File: config.mk
export PLATFORM = sky130hd
export DESIGN_NAME = otp_stream_decrypt
export DESIGN_NICKNAME = d
export VERILOG_FILES = /design/src/rtl/otp_pkg.sv /design/src/rtl/otp_pad_ram.sv /design/src/rtl/otp_stream_decrypt.sv
export SDC_FILE = /design/constraint.sdc
export NUM_CORES = 1
export LEC_CHECK = 0
export ABC_AREA = 1
export CORE_ASPECT_RATIO = 1.25
export CORE_UTILIZATION = 50
export CTS_CLUSTER_SIZE = 10
export DETAILED_ROUTE_END_ITERATION = 8
export HOLD_SLACK_MARGIN = 0.05
export PLACE_DENSITY_LB_ADDON = 0.12
export SYNTH_ARGS = -nofsm -noshare
export SYNTH_HDL_FRONTEND = slang
export SYNTH_SLANG_ARGS = --single-unit
File: constraint.sdc
create_clock -name clk -period 2.1 [get_ports clk]
set_input_delay 0.21 -clock clk [delete_from_list [all_inputs] [get_ports clk]]
set_output_delay 0.21 -clock clk [all_outputs]
set_load 0.005 [all_outputs]
File: src/rtl/otp_pkg.sv
// Shared types and default sizes for the one-time-pad stream decryptor.
package otp_pkg;

  localparam int OTP_W_DEFAULT         = 8;
  localparam int OTP_KEY_DEPTH_DEFAULT = 16;

  typedef enum logic [1:0] {
    ST_IDLE,
    ST_LOAD,
    ST_RUN,
    ST_EXHAUSTED
  } otp_state_e;

endpackage

File: src/rtl/otp_pad_ram.sv
// Key pad storage: one write port, one combinational read port, single-entry clear, global clear.
module otp_pad_ram #(
  parameter int W     = 8,
  parameter int DEPTH = 16,
  parameter int AW    = $clog2(DEPTH)
) (
  input  logic          clk,
  input  logic          rst_n,
  input  logic          clr_all_i,
  input  logic          we_i,
  input  logic [AW-1:0] waddr_i,
  input  logic [W-1:0]  wdata_i,
  input  logic          clr_en_i,
  input  logic [AW-1:0] clr_addr_i,
  input  logic [AW-1:0] raddr_i,
  output logic [W-1:0]  rdata_o
);

  logic [W-1:0] mem_q [DEPTH];

  // Global clear wins; a write and a single-entry clear never target the same cycle in practice.
  always_ff @(posedge clk or negedge rst_n) begin
    if (!rst_n) begin
      for (int i = 0; i < DEPTH; i++) mem_q[i] <= '0;
    end else if (clr_all_i) begin
      for (int i = 0; i < DEPTH; i++) mem_q[i] <= '0;
    end else begin
      if (we_i)     mem_q[waddr_i]    <= wdata_i;
      if (clr_en_i) mem_q[clr_addr_i] <= '0;
    end
  end

  assign rdata_o = mem_q[raddr_i];

endmodule

File: src/rtl/otp_stream_decrypt.sv
// Streaming one-time-pad decryptor: load a key pad, then XOR each ciphertext word with the next pad word.
// Optional macro OTP_KEY_WRAP_EN selects repeating-key mode (no zeroize, no exhaustion).
module otp_stream_decrypt
  import otp_pkg::*;
#(
  parameter int W         = OTP_W_DEFAULT,
  parameter int KEY_DEPTH = OTP_KEY_DEPTH_DEFAULT,
  parameter int AW        = $clog2(KEY_DEPTH)
) (
  input  logic         clk,
  input  logic         rst_n,
  input  logic         abort,
  input  logic         key_in_valid,
  input  logic [W-1:0] key_in_data,
  input  logic         key_in_last,
  output logic         key_in_ready,
  input  logic         ct_valid,
  input  logic [W-1:0] ct_data,
  output logic         ct_ready,
  output logic         pt_valid,
  output logic [W-1:0] pt_data,
  input  logic         pt_ready,
  output logic         busy,
  output logic         exhausted,
  output logic [AW:0]  words_left
);

  localparam logic [AW:0] ONE     = (AW+1)'(1);
  localparam logic [AW:0] DEPTH_C = (AW+1)'(KEY_DEPTH);

  otp_state_e   state_q, state_d;
  logic [AW:0]  wr_ptr_q, wr_ptr_d;
  logic [AW:0]  rd_ptr_q, rd_ptr_d;
  logic [AW:0]  key_len_q, key_len_d;
  logic         pt_valid_q, pt_valid_d;
  logic [W-1:0] pt_data_q, pt_data_d;

  logic          pad_we, pad_clr_en, pad_clr_all;
  logic [AW-1:0] pad_waddr;
  logic [W-1:0]  pad_rdata;
  logic          key_hs, ct_hs, last_word;

  otp_pad_ram #(.W(W), .DEPTH(KEY_DEPTH), .AW(AW)) u_pad (
    .clk        (clk),
    .rst_n      (rst_n),
    .clr_all_i  (pad_clr_all),
    .we_i       (pad_we),
    .waddr_i    (pad_waddr),
    .wdata_i    (key_in_data),
    .clr_en_i   (pad_clr_en),
    .clr_addr_i (rd_ptr_q[AW-1:0]),
    .raddr_i    (rd_ptr_q[AW-1:0]),
    .rdata_o    (pad_rdata)
  );

  // Handshakes: a word transfers on a rising edge where valid && ready; valid never waits on ready,
  // and pt_valid/pt_data hold steady until pt_ready is seen.
  assign key_in_ready = (state_q == ST_IDLE) || ((state_q == ST_LOAD) && (wr_ptr_q < DEPTH_C));
  assign ct_ready     = (state_q == ST_RUN) && (!pt_valid_q || pt_ready);
  assign key_hs       = key_in_valid && key_in_ready;
  assign ct_hs        = ct_valid && ct_ready;
  assign last_word    = (rd_ptr_q == (key_len_q - ONE));

  always_comb begin
    state_d     = state_q;
    wr_ptr_d    = wr_ptr_q;
    rd_ptr_d    = rd_ptr_q;
    key_len_d   = key_len_q;
    pt_valid_d  = pt_valid_q;
    pt_data_d   = pt_data_q;
    pad_we      = 1'b0;
    pad_waddr   = wr_ptr_q[AW-1:0];
    pad_clr_en  = 1'b0;
    pad_clr_all = 1'b0;

    if (ct_hs) begin
      pt_valid_d = 1'b1;
      pt_data_d  = ct_data ^ pad_rdata;
    end else if (pt_ready) begin
      pt_valid_d = 1'b0;
    end

    case (state_q)
      ST_IDLE: begin
        if (key_hs) begin
          pad_we    = 1'b1;
          pad_waddr = '0;
          wr_ptr_d  = ONE;
          if (key_in_last) begin
            key_len_d = ONE;
            state_d   = ST_RUN;
          end else begin
            state_d   = ST_LOAD;
          end
        end
      end
      ST_LOAD: begin
        if (key_hs) begin
          pad_we   = 1'b1;
          wr_ptr_d = wr_ptr_q + ONE;
          if (key_in_last || (wr_ptr_q == DEPTH_C - ONE)) begin
            key_len_d = wr_ptr_q + ONE;
            state_d   = ST_RUN;
          end
        end
      end
      ST_RUN: begin
        if (ct_hs) begin
`ifdef OTP_KEY_WRAP_EN
          rd_ptr_d = last_word ? '0 : rd_ptr_q + ONE;
`else
          pad_clr_en = 1'b1;
          rd_ptr_d   = rd_ptr_q + ONE;
          if (last_word) state_d = ST_EXHAUSTED;
`endif
        end
      end
      default: ;
    endcase

    if (abort) begin
      state_d     = ST_IDLE;
      wr_ptr_d    = '0;
      rd_ptr_d    = '0;
      key_len_d   = '0;
      pt_valid_d  = 1'b0;
      pt_data_d   = '0;
      pad_we      = 1'b0;
      pad_clr_en  = 1'b0;
      pad_clr_all = 1'b1;
    end
  end

  always_ff @(posedge clk or negedge rst_n) begin
    if (!rst_n) begin
      state_q    <= ST_IDLE;
      wr_ptr_q   <= '0;
      rd_ptr_q   <= '0;
      key_len_q  <= '0;
      pt_valid_q <= 1'b0;
      pt_data_q  <= '0;
    end else begin
      state_q    <= state_d;
      wr_ptr_q   <= wr_ptr_d;
      rd_ptr_q   <= rd_ptr_d;
      key_len_q  <= key_len_d;
      pt_valid_q <= pt_valid_d;
      pt_data_q  <= pt_data_d;
    end
  end

  always_comb begin
    case (state_q)
      ST_RUN, ST_EXHAUSTED: words_left = key_len_q - rd_ptr_q;
      ST_LOAD:              words_left = wr_ptr_q;
      default:              words_left = '0;
    endcase
  end

  assign pt_valid = pt_valid_q;
  assign pt_data  = pt_data_q;
  assign busy     = (state_q == ST_RUN);
`ifdef OTP_KEY_WRAP_EN
  assign exhausted = 1'b0;
`else
  assign exhausted = (state_q == ST_EXHAUSTED);
`endif

endmodule

Yosys cells after proc, flatten, opt, wreduce, memory -nomap -nowiden. Index checks and enable logic that the tools add are counted.

Register bits after elaboration: 154. Input bits: 23. Output and inout bits: 18. Word-level logic and storage cells: 117.

Add/subtract/negate cells: 4. Magnitude comparators: 5. Equal/unequal tests: 11. Multiplexer cells: 48. Bitwise logic cells: 5. Reductions and logical operators: 22.

Operators by type and width (count): $mux W128 (4); $and A128 B128 Y128 (1); $bwmux W128 (1); $not A128 Y128 (1); $demux W8 S4 (2); $mux W5 (11); $mux W8 (6); $bmux W8 S4 (1); $pmux W5 S2 (3); $mux W2 (7); $add A5 B1 Y5 const B (2); $ge A5 B5 Y1 const B (2); $lt A5 B1 Y1 const B (2); $mux W1 (10); $not A4 Y5 (2); $ne A3 B2 Y1 const B (3); $ne A3 B3 Y1 const B (3); $mux W4 (2); $xor A8 B8 Y8 (1); $logic_and A1 B1 Y1 (6); $pmux W2 S3 (1); $reduce_and A6 Y1 (1); $reduce_bool A3 Y1 (2); $eq A5 B4 Y1 const B (1); 15 further kinds (20).

Longest topological paths before layout. Gate-level depths: netlist of the first run.

Depth after elaboration: 17. Depth in mapped cells: 12. Mapped depth without buffers: 12.

Cells and area by module. Synthesis of the first run repeated with hierarchy kept, for this count alone.

Cells, all modules: 1257. Area, all modules: 9021.2 µm².

Modules (own cells, without submodules): otp_pad_ram (times used 1, cells each 1008, area an instance 7188.1 µm², sequential area each 3203.1 µm²); otp_stream_decrypt (times used 1, cells each 249, area an instance 1833.0 µm², sequential area each 650.6 µm²).

Worst setup path before layout of the first run. OpenSTA, ideal clock, no wires.

Path type: reg2out. Start: register rd_ptr_q[1]. End: output port words_left[4]. Data arrival time: 1.960 ns. Data required time: 1.890 ns. Slack: -0.070 ns. Stages on the path, launching flop included: 11. Buffers on the path: 2. Cell sequence: dfrtp_1 buf_2 clkinv_1 clkbuf_1 fa_1 nand2_1 nand2_1 a21oi_1 or2_2 nand3_1 a21oi_1.

Word-level cells in the longest chain between the ends: 2.

RTL lines: start: declaration (RTL line otp_stream_decrypt.sv:33) `logic [AW:0] rd_ptr_q, rd_ptr_d;`; start signal: assignment (RTL line otp_stream_decrypt.sv:145) `rd_ptr_q <= rd_ptr_d;`; $sub A5 B5 Y5 (RTL line otp_stream_decrypt.sv:154) `ST_RUN, ST_EXHAUSTED: words_left = key_len_q - rd_ptr_q;`; $pmux W5 S2 (RTL line otp_stream_decrypt.sv:153) `case (state_q)`; end: declaration (RTL line otp_stream_decrypt.sv:25) `output logic [AW:0] words_left`.

Every way passes these cells.

Worst setup path in the final report of the first run.
Start: register key_len_q[0]. End: output port words_left[4].

Word-level cells in the longest chain between the ends: 2.

RTL lines: start: declaration (RTL line otp_stream_decrypt.sv:34) `logic [AW:0] key_len_q, key_len_d;`; start signal: assignment (RTL line otp_stream_decrypt.sv:146) `key_len_q <= key_len_d;`; $sub A5 B5 Y5 (RTL line otp_stream_decrypt.sv:154); $pmux W5 S2 (RTL line otp_stream_decrypt.sv:153).

Every way passes these cells.

==> results of run 1 <==
flip-flops by register name, summed over array words and instances, names as in the netlist:
register,flops
state_q,2
u_pad.mem_q,128
pt_data,8
key_len_q,5
rd_ptr_q,5
wr_ptr_q,5
pt_valid,1
what timing repair did:
action / CTS / global route
hold buffers: 1 / 0
pin swaps: 6 / 8
buffers inserted: 2 / 5
gates resized for setup: 39 / 25
setup endpoints to repair: 11 / 105
endpoints found under the hold margin: 46 / 0
metrics by stage:
stage | utilization [%] | total power, µW
floorplan | - | 4840
global placement | 57.6 | 5850
detailed placement | 57.6 | 5880
CTS | 61.4 | 9070
global route | 62.2 | 9660
finish | 62.2 | 9180
worst max-delay path, delay by kind of cell, from the launching register on:
| kind | cells | cell delay, ns |
|---|---|---|
| simple gates | 4 | 0.32 |
| buf+inv | 3 | 0.23 |
| flops | 1 | 0.37 |
| compound gates | 2 | 0.25 |
| fa+ha+maj | 2 | 0.47 |
synthesized netlist by cell type (8+ instances only):
cell / count / area, µm²
buf_2: 8 / 40.0
inv_1: 167 / 627
buf_1: 15 / 56.3
a21oi_1: 13 / 65.1
o21ai_0: 22 / 110
nor2_1: 258 / 968
nand2_2: 11 / 68.8
ha_1: 15 / 188
nor4_1: 8 / 50.1
nand3_1: 83 / 415
nor3_1: 90 / 450
dfrtp_1: 154 / 3850
o21ai_1: 12 / 60.1
clkbuf_1: 26 / 97.6
nand2_4: 9 / 101
nand2_1: 313 / 1170
a211oi_1: 24 / 180
inv_2: 12 / 45.0
nor3_2: 17 / 170
kinds of logic (layout without fill, tap and decap cells):
logic type                 count (synthesis)  in the layout
AOI/OAI and AO/OA                         72             72
xor gates and xnor gates                   6              6
adders and majority gates                 16             16
buffers and inverters                    237            333
DFF                                      154            154
muxes                                      1              1
and+or+nand+nor                          803            803
power groups by stage:
stage | sequential (µW) | combinational (µW) | clock [µW]
after detailed placement | 3230 | 2640 | 0
after CTS | 3190 | 2750 | 3140
final | 3190 | 2870 | 3120
after global placement | 3230 | 2620 | 0
after floorplan | 3230 | 1610 | 0
after global routing | 3210 | 3180 | 3270
final cells by class:
class / count / area share, %
well taps: 224 / 2.56
multi-input cells: 898 / 40.4
flip-flops and latches: 154 / 35.3
clock inverters: 9 / 1.03
inverters: 186 / 6.63
repair buffers: 116 / 9.72
clock buffers: 22 / 4.34
routing by layer:
| metal | track usage (%) | share of wire, % | vias up | routed length [µm] |
|---|---|---|---|---|
| met5 | 0 | 0 | - | 0 |
| met4 | 11.3 | 2.9 | 0 | 752 |
| met3 | 3.97 | 4.8 | 54 | 1250 |
| met2 | 49.6 | 49 | 242 | 12700 |
| met1 | 39.4 | 44 | 3971 | 11500 |
| li1 | - | - | 4168 | - |
final timing paths:
check | startpoint | endpoint | cells past startpoint
worst max-delay path | key_len_q[0] | words_left[4] | 11
worst max register to register | state_q[0] | u_pad.mem_q[39] | 12
max in group asynchronous | rst_n | u_pad.mem_q[7] | 3
min in group clk | ct_data[2] | pt_data[2] | 4
worst min register to register | pt_data[6] | pt_data[6] | 2
worst min-delay path | rst_n | u_pad.mem_q[13] | 2
==> impl_metrics.csv, run 1 <==
group,metric,value,unit
run_status,status,"complete, but fails checks",
run_status,violations,"setup timing",
timing,finalClockSkew,0.00846,ns
floorplanning,row_count,54,
logic_synthesis,synth_compound_area_share,4.66,%
final_layout,antenna_cells,0,
clock_tree,htreeDepth,4,
logic_synthesis,synth.distinct_cells,34,
logic_synthesis,ys_ff_latch,154,
power,p_leak,0.00558,µW
setup_path,cp-end-kind,"output pin",
final_layout,fillCellCount,1654,
logic_synthesis,synth.mux.area_fraction,0.124,%
grt,grt_use_total,29.9,%
drt,firstDrtPassIters,5,
power,switching_share,34.1,%
logic_synthesis,synthAdderAreaFrac,2.30,%
final_layout,final_common_cell,"nand2_1",
logic_synthesis,synth_xor_area_share,0.581,%
logic_synthesis,syn_area,9050,µm²
floorplanning,start_util,51.5,%
drt,drtIter0Drc,625,
timing,grt_setup_unrepaired,"true",
timing,finalMaxSlewViolations,0,
floorplanning,io_pins,41,
setup_path,start_kind,"flip-flop",
drt,drt_wl_total,26200,µm
clock_tree,cts-buffers-inserted,17,
floorplanning,die_x,122,µm
logic_synthesis,yosys_warnings,0,
power,internal-power,6050,µW
timing,hold_viol_final,0,
logic_synthesis,synthesis.nets,1328,
grt,grt_overflow,0,
placement,place.gp.congestion,0.913,
power,powerDensity,840,nW/µm²
timing,fmax,0.439,GHz
final_layout,final_cells,1609,
setup_path,max_stage_delay,0.37,ns
final_layout,drive_gt1_share,15.0,%
clock_tree,clock_path_buffers,2,
floorplanning,core,17600,µm²
logic_synthesis,synth_cells,1289,
clock_tree,cts-root-buf,"clkbuf_16",
floorplanning,die_height,152,µm
timing,fin_crit_sh,109,%
power,seqPwrFrac,34.8,%
logic_synthesis,async_reset_ff_share,100,%
grt,grt_max_degree,54,
final_layout,multi_input_area,4420,µm²
final_layout,register_area,3850,µm²
timing,setup_viol,2,
placement,numPlacedInstances,1570,
setup_path,required,1.89,ns
placement,io_buffers,40,
min_path,hp-class,"in -> async",
placement,hpwl,17900,µm
timing,tightestPinTransition,0.558,ns
clock_tree,cts_sinks,154,
power,p_clk_share,34.0,%
setup_path,cp_slowest_cell,"dfrtp_1",
timing,fin_crit,2.28,ns
setup_path,arrival,2.07,ns
logic_synthesis,synth_edf_count,0,
floorplanning,die_area,18600,µm²
logic_synthesis,avgSynthCellArea,7.02,µm²
placement,place_area,10100,µm²
power,comb_power_share,31.2,%
drt,ant_nets,0,
final_layout,design_area,10900,µm²
grt,antenna_found_initial,0,
timing,fin_tns_setup,-0.209,ns
setup_path,path_cells,"inv_2 -> ha_4 -> inv_2 -> fa_2 -> nand2_2 -> nand2_1 -> a21oi_2 -> or2_2 -> nand3_2 -> a21oi_2 -> buf_2",
logic_synthesis,yosys.area_share.simple,39.4,%
power,ir_drop,667,µV
logic_synthesis,seq_area_frac_synth,42.6,%
clock_tree,clkTransAtPathRegs,0.06,ns
final_layout,final_cell_mix,"nand2_1 (312), nor2_1 (257), inv_1 (162)",
grt,grt_pass1_wl,43000,µm
logic_synthesis,synth_top_family_by_area,"simple AND/OR/NAND/NOR gates",
final_layout,layout.nets,1412,
power,power.switching,3130,µW
timing,timing.hold.ws,0.310,ns
flow_run,drv_cap,0,
grt,grt_pass1_vias,8355,
setup_path,worstPathMaxFanout,2,
final_layout,syn2layout_area_growth,20.8,%
setup_path,regToRegSetupSlack,0.06,ns
placement,pre_cts_ws,-0.191,ns
timing,fin_ws,-0.179,ns
clock_tree,clk_latency,0.43,ns
clock_tree,cts_tree,"done",
logic_synthesis,synth-main-ff-cell,"dfrtp_1",
setup_path,crit_type,"reg -> out",
timing,slew-limit-headroom,62.8,%
drt,via_per_inst,5.24,
drt,drc,0,
drt,routedWlPerCell,16.3,µm
drt,vias,8435,
No activity file was read; power rests on OpenSTA's default activity.
==> run 2: changes to the inputs <==
CTS_CLUSTER_SIZE = 14   (was 10)
PLACE_DENSITY = 0.8   (was default)
PLACE_DENSITY_LB_ADDON = default   (was 0.12)
==> run 2 against run 1 <==
Against the previous run:
- the flow still finishes with violations (setup timing)
- design area up 0.97%
- worst setup slack worse by 0.066 ns
- cell count unchanged
- register-to-register slack worse by 0.10 ns
- sequential cell count unchanged
- critical path type unchanged
==> impl_metrics.csv, run 2 (synthesized netlist as in run 1, its figures left out) <==
group,metric,value,unit
run_status,status,"complete, but fails checks",
run_status,violations,"setup timing",
final_layout,largest_reg_flops,128,
drt,firstDrtPassIters,5,
timing,hold_viol_final,0,
timing,slew-limit-headroom,53.0,%
grt,grt_overflow,0,
floorplanning,die_area,18600,µm²
final_layout,final_cells,1609,
final_layout,antenna_cells,0,
placement,pre_cts_ws,-0.240,ns
placement,hpwl,17400,µm
clock_tree,clock_path_buffers,2,
clock_tree,clkTransAtPathRegs,0.06,ns
min_path,hp-class,"in -> async",
clock_tree,cts_tree,"done",
timing,setup_viol,17,
setup_path,required,1.89,ns
placement,io_buffers,40,
final_layout,top_register,"u_pad.mem_q",
timing,fin_crit_sh,112,%
final_layout,syn2layout_area_growth,22.0,%
floorplanning,core,17600,µm²
setup_path,r2r_start,"rd_ptr_q[0]",
setup_path,start_kind,"flip-flop",
final_layout,final_common_cell,"nand2_1",
power,powerDensity,874,nW/µm²
final_layout,layout.nets,1411,
power,ir_drop,675,µV
grt,grt_use_total,30.1,%
timing,fin_crit,2.34,ns
drt,vias,8866,
clock_tree,clk_latency,0.44,ns
setup_path,cp-end-kind,"output pin",
grt,antenna_found_initial,0,
flow_run,drv_cap,0,
clock_tree,htreeDepth,4,
power,p_leak,0.00560,µW
setup_path,crit_type,"reg -> out",
floorplanning,die_height,152,µm
setup_path,max_stage_delay,0.37,ns
timing,grt_setup_unrepaired,"true",
final_layout,drive_gt1_share,15.2,%
drt,routedWlPerCell,16.7,µm
floorplanning,start_util,51.5,%
timing,tightestPinTransition,0.702,ns
setup_path,crit_family,"adder cells",
setup_path,arrival,2.13,ns
drt,drt_wl_total,26900,µm
placement,numPlacedInstances,1560,
floorplanning,row_count,54,
clock_tree,cts-buffers-inserted,17,
floorplanning,die_x,122,µm
timing,finalMaxSlewViolations,0,
timing,finalClockSkew,0.0114,ns
grt,grt_max_degree,69,
drt,ant_nets,0,
floorplanning,io_pins,41,
clock_tree,cts_sinks,154,
setup_path,worstPathMaxFanout,2,
timing,fmax,0.426,GHz
clock_tree,cts-root-buf,"clkbuf_16",
placement,place.gp.congestion,0.884,
timing,fin_ws,-0.245,ns
setup_path,cp_slowest_cell,"dfrtp_1",
drt,via_per_inst,5.51,
setup_path,cp-startpoint,"key_len_q[0]",
setup_path,regToRegSetupSlack,-0.04,ns
grt,grt_pass1_vias,8781,
grt,grt_pass1_wl,43700,µm
setup_path,cp_num_buf_inv,3,
final_layout,final_cell_mix,"nand2_1 (310), nor2_1 (257), inv_1 (161)",
drt,drc,0,
setup_path,path_cells,"inv_2 -> ha_4 -> inv_4 -> fa_2 -> nand2_2 -> nand2_2 -> a21oi_2 -> or2_4 -> nand3_2 -> a21oi_2 -> buf_2",
drt,drtIter0Drc,1033,
## run 2: report_power, final
| part | internal (µW) | total (µW) | switching (µW) | leakage, µW |
|---|---|---|---|---|
| Combinational | 1180 | 3040 | 1860 | 0.00316 |
| Sequential | 3100 | 3200 | 99.4 | 0.00214 |
| Clock | 2160 | 3410 | 1250 | 0.000308 |
## run 2: cell type report
cell class / instances / area, µm²
inverter: 186 / 728
multi-input combinational: 899 / 4460
clock inverter: 12 / 195
clock buffer: 20 / 457
sequential: 154 / 3850
fill: 1437 / 6530
tap: 224 / 280
timing repair buffer: 114 / 1060
## run 2: metal layers
layer / vias to the layer above / track usage (%) / routed length, µm
li1: 4171 / - / -
met1: 4164 / 37.6 / 10700
met2: 447 / 48.9 / 13000
met3: 84 / 5.50 / 2070
met4: 0 / 15.9 / 1130
met5: - / 0 / 0
## run 2: final timing paths
check,endpoint,cells past startpoint
max,words_left[4],11
min,u_pad.mem_q[30],2
max reg2reg,pt_data[2],12
min reg2reg,pt_data[5],2
max in group asynchronous,u_pad.mem_q[89],3
min in group clk,pt_data[0],4
## run 2: timing repair
item / in CTS / in global routing
setup buffers: 7 / 8
gates resized for setup: 41 / 35
hold endpoints to repair: 39 / 0
hold buffers: 1 / 0
pin swaps: 7 / 6
endpoints found under the setup margin: 81 / 146
cloned: 0 / 1
## run 2: through the flow
step	utilization (%)	area [µm²]	hold slack [ns]	TNS, ns	power, µW
3_3_place_gp	57.1	10000	0.163	-1.60	5770
4_1_cts	61.6	10800	0.271	-5.95	9390
6_report	62.8	11000	0.258	-0.704	9650
3_5_place_dp	57.1	10000	0.158	-4.19	5820
2_1_floorplan	-	9050	-0.0856	0	4840
5_1_grt	62.8	11000	0.302	-3.86	10100
